--- src/rtl/delta_dec.sv ---
// Delta-stream decoder: rebuilds an LEN-bit sample from a 1-bit up/down stream, saturating at
// both rails. Define DELTA_DEC_ADAPT_EN to compile in run-length step adaptation.
module delta_dec #(
    parameter int unsigned LEN      = 8,
    parameter int unsigned INIT     = 2 ** (LEN - 1),
    parameter int unsigned STEP     = 1,
    parameter int unsigned MAX_STEP = 16,
    parameter int unsigned RUN      = 3
) (
    input  logic           clk,
    input  logic           rst_n,
    input  logic           clr,
    input  logic           in_valid,
    input  logic           in_bit,
    output logic           out_valid,
    output logic [LEN-1:0] out_sample,
    output logic           out_sat
);

    // Two guard bits so acc + step can never wrap before the clamp decision.
    localparam int unsigned EW = LEN + 2;
    localparam logic [EW-1:0] AccMax = {2'b00, {LEN{1'b1}}};

    if (!((MAX_STEP < (2 ** LEN)) && (STEP >= 1) && (STEP <= MAX_STEP) && (RUN >= 1)))
    begin : g_bad_params
        $error("delta_dec: invalid parameter set");
    end

    logic [LEN-1:0] acc_q, acc_d;
    logic           valid_q, valid_d;
    logic           sat_q, sat_d;
    logic [EW-1:0]  acc_ext, step_ext, up_sum;
    logic           up_clip, dn_clip;

`ifdef DELTA_DEC_ADAPT_EN
    localparam int unsigned SW = $clog2(MAX_STEP) + 1;
    localparam int unsigned RW = $clog2(RUN + 1);

    logic [SW-1:0] step_q, step_d;
    logic [RW-1:0] run_q, run_d;
    logic          prev_q, prev_d;
    logic          have_q, have_d;
    logic [SW:0]   step_dbl;
    logic [SW-1:0] step_half;

    assign step_ext  = EW'(step_q);
    assign step_dbl  = {step_q, 1'b0};
    assign step_half = step_q >> 1;
`else
    assign step_ext = EW'(STEP);
`endif

    assign acc_ext = EW'(acc_q);
    assign up_sum  = acc_ext + step_ext;
    assign up_clip = up_sum > AccMax;
    assign dn_clip = step_ext > acc_ext;

    always_comb begin
        acc_d   = acc_q;
        valid_d = 1'b0;
        sat_d   = sat_q;
`ifdef DELTA_DEC_ADAPT_EN
        step_d  = step_q;
        run_d   = run_q;
        prev_d  = prev_q;
        have_d  = have_q;
`endif
        if (clr) begin
            acc_d  = LEN'(INIT);
            sat_d  = 1'b0;
`ifdef DELTA_DEC_ADAPT_EN
            step_d = SW'(STEP);
            run_d  = '0;
            prev_d = 1'b0;
            have_d = 1'b0;
`endif
        end else if (in_valid) begin
            valid_d = 1'b1;
            if (in_bit) begin
                acc_d = up_clip ? {LEN{1'b1}} : up_sum[LEN-1:0];
                sat_d = up_clip;
            end else begin
                acc_d = dn_clip ? '0 : acc_q - step_ext[LEN-1:0];
                sat_d = dn_clip;
            end
`ifdef DELTA_DEC_ADAPT_EN
            // Adaptation only affects the step used by the next accepted bit.
            prev_d = in_bit;
            if (!have_q) begin
                run_d  = '0;
                have_d = 1'b1;
            end else if (in_bit == prev_q) begin
                if (RW'(run_q + 1'b1) == RW'(RUN)) begin
                    step_d = (step_dbl > (SW + 1)'(MAX_STEP)) ? SW'(MAX_STEP) : step_dbl[SW-1:0];
                    run_d  = '0;
                end else begin
                    run_d = run_q + 1'b1;
                end
            end else begin
                step_d = (step_half < SW'(STEP)) ? SW'(STEP) : step_half;
                run_d  = '0;
            end
`endif
        end
    end

    always_ff @(posedge clk) begin
        if (!rst_n) begin
            acc_q   <= LEN'(INIT);
            valid_q <= 1'b0;
            sat_q   <= 1'b0;
`ifdef DELTA_DEC_ADAPT_EN
            step_q  <= SW'(STEP);
            run_q   <= '0;
            prev_q  <= 1'b0;
            have_q  <= 1'b0;
`endif
        end else begin
            acc_q   <= acc_d;
            valid_q <= valid_d;
            sat_q   <= sat_d;
`ifdef DELTA_DEC_ADAPT_EN
            step_q  <= step_d;
            run_q   <= run_d;
            prev_q  <= prev_d;
            have_q  <= have_d;
`endif
        end
    end

    assign out_sample = acc_q;
    assign out_valid  = valid_q;
    assign out_sat    = sat_q;

endmodule

--- config.mk ---
export PLATFORM = sky130hd
export DESIGN_NAME = delta_dec
export DESIGN_NICKNAME = d
export VERILOG_FILES = /design/src/rtl/delta_dec.sv
export SDC_FILE = /design/constraint.sdc
export NUM_CORES = 1
export LEC_CHECK = 0
export ABC_AREA = 1
export CORE_AREA = 2 2 45 47
export DETAILED_ROUTE_END_ITERATION = 16
export DIE_AREA = 0 0 47 49
export PLACE_DENSITY_LB_ADDON = 0.3
export SETUP_SLACK_MARGIN = 0.05
export SYNTH_ARGS = -nofsm -noshare
export SYNTH_HDL_FRONTEND = slang
export SYNTH_SLANG_ARGS = --single-unit
export TNS_END_PERCENT = 5
--- constraint.sdc ---
create_clock -name clk -period 2.11 [get_ports clk]
set_input_delay 0.5275 -clock clk [delete_from_list [all_inputs] [get_ports clk]]
set_output_delay 0.5275 -clock clk [all_outputs]
set_load 0.005 [all_outputs]
# ---- After elaboration in Yosys (flattened, before gate mapping)
# Index checks and enable logic that the tools add are counted.
dict set report classes {
  add_sub_neg 2
  magnitude_cmp 2
  muxes 5
  n_bitwise 1
  n_reduce_logical 1
}
# cell count
set op_table {}
lappend op_table {{$mux 8} 3}
lappend op_table {{$add 8x1->9 const B} 1}
lappend op_table {{$gt 9x8->1 const B} 1}
lappend op_table {{$gt 1x8->1 const A} 1}
lappend op_table {{$sub 8x1->8 const B} 1}
lappend op_table {{$mux 1} 2}
lappend op_table {{$reduce_or 2->1} 1}
lappend op_table {{$not 1->1} 1}
dict set report totals {
  ff_bits 10
  out_inout_bits 10
  word_cells 14
}

# ---- Longest topological paths before layout
dict set report logic_depth {
  word_depth 4
  depth_mapped 13
  ltp_nobuf 13
}

# ---- Worst setup path after synthesis
# No wires, ideal clock.
dict set report synth_timing {
  path_type {register to register}
  from {register acc_q[0], in the netlist out_sample[0]}
  to {register acc_q[2], in the netlist out_sample[2]}
  setup_time_ns 0.056
  t_arrival_ns 1.512
  required_ns 2.054
  setup_slack_ns 0.542
  path_stages_with_launch 13
  synth_period_minus_slack_ns 1.568
  path_cell_list {dfxtp_1 > inv_1 > ha_1 > nand2_1 > nor2_1 > nand2_1 > nor2_1 > nand3_1 > nand2_1 > nand2_2 > nand3_1 > nand2_1 > inv_1}
}
dict set report synth_via {
  elab_chain_cells 4
  elab_cells_between_ends 7
  cone_classes {2 x add/sub; 2 x order compare; 3 x mux}
}
# item line
set synth_rtl {}
lappend synth_rtl {{start: declaration} 29} ;# logic [LEN-1:0] acc_q, acc_d;
lappend synth_rtl {{start signal: assignment} 109} ;# acc_q <= LEN'(INIT);
lappend synth_rtl {{$add 8x1->9} 54} ;# assign up_sum = acc_ext + step_ext;
lappend synth_rtl {{$gt 9x8->1} 55} ;# assign up_clip = up_sum > AccMax;
lappend synth_rtl {{$mux 8} 80} ;# acc_d = up_clip ? {LEN{1'b1}} : up_sum[LEN-1:0];
lappend synth_rtl {{$mux 8 (*)} 79} ;# if (in_bit) begin
# Every way passes the cells marked *; elsewhere a longest branch is shown, timed or not.
# A chain may end at the register's enable or synchronous reset.

# ---- Worst setup path in the final report
dict set report layout_timing {
  from {register acc_q[4], in the netlist out_sample[4]}
  to {output port out_sample[4]}
}
# item line
set layout_lines {}
lappend layout_lines {{end: declaration} 16} ;# output logic [LEN-1:0] out_sample,
# No word-level cell between the ends.

==> run_results.csv <==
group,metric,value,unit
status,status,"completed",
route,viasPerCell,4.99,
clock_tree,h-tree-depth,1,
min_path,min_from,"out_sample[7]$_SDFFE_PP1P_",
worst_setup_path,worstPathArrival,1.36,ns
power,combPwrFrac,25.3,%
worst_setup_path,path_class,"flip-flop to output port",
synth,synth_seq_cells,10,
final_layout,nFillCells,201,
min_path,hold_class,"flip-flop to flip-flop",
global_routing,grt_max_degree,11,
global_routing,antenna_found_initial,0,
die,io_pins,15,
worst_setup_path,cp_num_buf_inv,1,
worst_setup_path,path_max_fanout,9,
route,route.detailed.drc,0,
sta,relSlewSlack,76.6,%
synth,yosys_warnings,0,
clock_tree,post-cts-setup-buffers,0,
synth,synthMuxAreaShare,0,%
route,drtAntennaViolNets,0,
sta,period_needed,1.89,ns
final_layout,areaGrowthSynthToFinish,23.0,%
min_path,min_to,"out_sample[7]$_SDFFE_PP1P_",
final_layout,final_cell_mix,"nand2_1, inv_1, nor2_1",
worst_setup_path,slowest_stage,"clkdlybuf4s50_1",
power,power,0.514,mW
placed_design,post-place-ws,0.302,ns
synth,synth_compound_area_share,16.8,%
sta,worst_slack,0.219,ns
route,num_vias,903,
sta,worst_slew_pin_slew,0.350,ns
clock_tree,clockBufferDepth,2,
route,wire_per_inst,10.9,um
die,initial_core_util,46.1,%
sta,report.final.slew_viol_count,0,
sta,rsz0062_at_grt,"false",
clock_tree,insertion_delay,0.26,ns
job,drv_cap,0,
global_routing,grt_pass1_wl,3510,um
power,powerDensity,492,mW/mm^2
synth,yosys.area_share.simple,34.7,%
sta,setup_violations,0,
power,p_clk_share,33.5,%
power,p_sw,0.151,mW
synth,synth_top_family_by_area,"simple AND/OR/NAND/NOR gates",
sta,finalClockSkew,0.00222,ns
placed_design,post-dp-hpwl,1610,um
synth,synth-seq-area-share,23.6,%
worst_setup_path,cp.required,1.58,ns
clock_tree,cts_tree,"done",
worst_setup_path,cp_top_family,"buffers and inverters",
final_layout,diodes,0,
synth,synth_nets,145,
synth,netlist_instances,137,
clock_tree,numCtsBuffers,3,
final_layout,drive_gt1_share,10.4,%
synth,synth-xor-area-share,7.23,%
sta,hold_slack,0.548,ns
synth,synthDistinctLibCells,25,
final_layout,layout_commonest_cell,"nand2_1",
sta,final.setup.tns,0,ns
worst_setup_path,max_stage_delay,0.57,ns
worst_setup_path,worstPathCellList,"clkdlybuf4s50_1",
global_routing,track_usage,20.4,%
min_path,min_path_cells,2,
placed_design,place_congestion,0.850,
clock_tree,clk_pin_slew,0.06,ns
final_layout,final_area,0.00104,sq mm
die,die_w,47,um
final_layout,fin_cells,181,
final_layout,final_nets,163,
clock_tree,cts_root_buf,"clkbuf_4",
worst_setup_path,r2r_end,"out_sample[5]$_SDFFE_PP0P_",
clock_tree,clock_sinks,10,
placed_design,io_buffers,14,
power,irDropWorstVdd,343,uV
global_routing,grt-ovfl-total,0,
power,seqPwrFrac,41.2,%
worst_setup_path,cp-start-kind,"flip-flop",
synth,synth_area,848,sq um
clock_tree,cts.repair.resized,0,
final_layout,post-route-util,56.7,%
synth,syn_avg_cell_area,6.19,sq um
power,p_leak,0.479,nW
worst_setup_path,r2r-start,"out_sample[1]$_SDFFE_PP0P_",
global_routing,first_global_vias,842,
worst_setup_path,ff2ff_path_depth,12,
power,p_int,0.362,mW
die,die-area,0.00230,sq mm
power,swShare,29.5,%
sta,hold_viol,0,
route,drt-total-wl,1970,um
clock_tree,holdBufCountCts,0,
worst_setup_path,reg2reg_slack,0.36,ns
sta,fin_crit_sh,89.6,%
worst_setup_path,critPathCaptureType,"output port",
die,rows,16,
die,coreArea,0.00184,sq mm
sta,fmax,529,MHz
placed_design,placed_cells,177,
die,die_y,49,um
placed_design,dpl_cell_area,0.00101,sq mm
synth,synth_fa_ha_area_share,4.42,%
route,first_pass_iters,4,
route,drtIter0Drc,17,
tightest hold or removal path, stage by stage, from the launching register on:
cell and delay (ns):
dfxtp_1 0.38, a21oi_1 0.08, nand2_1 0.06
layer usage:
| layer | share of wire, % | track usage, % |
|---|---|---|
| met5 | 0 | 0 |
| met4 | 1.3 | 8.80 |
| met3 | 2.7 | 1.85 |
| met2 | 49 | 32.6 |
| met1 | 47 | 26.8 |
final cells by class:
class | count | area, sq um | share of cell area [%]
clock buffers | 4 | 36.3 | 3.48
inverters | 22 | 82.6 | 7.91
multi-input cells | 102 | 536 | 51.3
flip-flops and latches | 10 | 200 | 19.2
well taps | 27 | 33.8 | 3.24
repair buffers | 16 | 155 | 14.9
how the worst max path moves through the flow:
stage | startpoint | endpoint | cells past startpoint
6_report | out_sample[4]$_SDFFE_PP0P_ | out_sample[4] | 1
5_1_grt | out_sample[4]$_SDFFE_PP0P_ | out_sample[4] | 1
4_1_cts | out_sample[4]$_SDFFE_PP0P_ | out_sample[4] | 1
3_5_place_dp | in_bit | out_sample[7]$_SDFFE_PP1P_ | 8
3_3_place_gp | in_bit | out_sample[0]$_SDFFE_PP0P_ | 7
2_1_floorplan | out_sample[0]$_SDFFE_PP0P_ | out_sample[2]$_SDFFE_PP0P_ | 12
cell usage after synthesis (all sizes together):
cell type	n	area, sq um
o22ai	2	12.5
nor3	1	5.00
nand4	1	6.26
o21ai	9	45.0
clkinv	1	3.75
inv	21	78.8
a21oi	14	70.1
dfxtp	10	200
xnor2	1	8.76
ha	3	37.5
o21bai	1	7.51
xor2	6	52.6
clkbuf	1	13.8
nor2	20	87.6
a211oi	1	7.51
nand2	30	120
buf	2	16.3
nand3	13	75.1
logic make-up (layout without fill, tap and decap cells):
logic type	after synthesis	in the layout
adders and majority gates	3	3
xor gates and xnor gates	7	7
and+or+nand+nor	65	65
DFF	10	10
buffers and inverters	25	42
AOI/OAI and AO/OA	27	27
registers in the layout, summed over array words and instances, names as in the netlist:
signal,cells
out_sample,8
out_sat,1
out_valid,1
power by group through the flow:
stage | clock, mW | combinational, mW | sequential (mW)
6_report | 0.172 | 0.130 | 0.212
5_1_grt | 0.187 | 0.149 | 0.214
4_1_cts | 0.176 | 0.131 | 0.212
3_5_place_dp | 0 | 0.129 | 0.216
3_3_place_gp | 0 | 0.129 | 0.216
2_1_floorplan | 0 | 0.0904 | 0.212
Note: power is estimated with default switching activity, not from simulation.
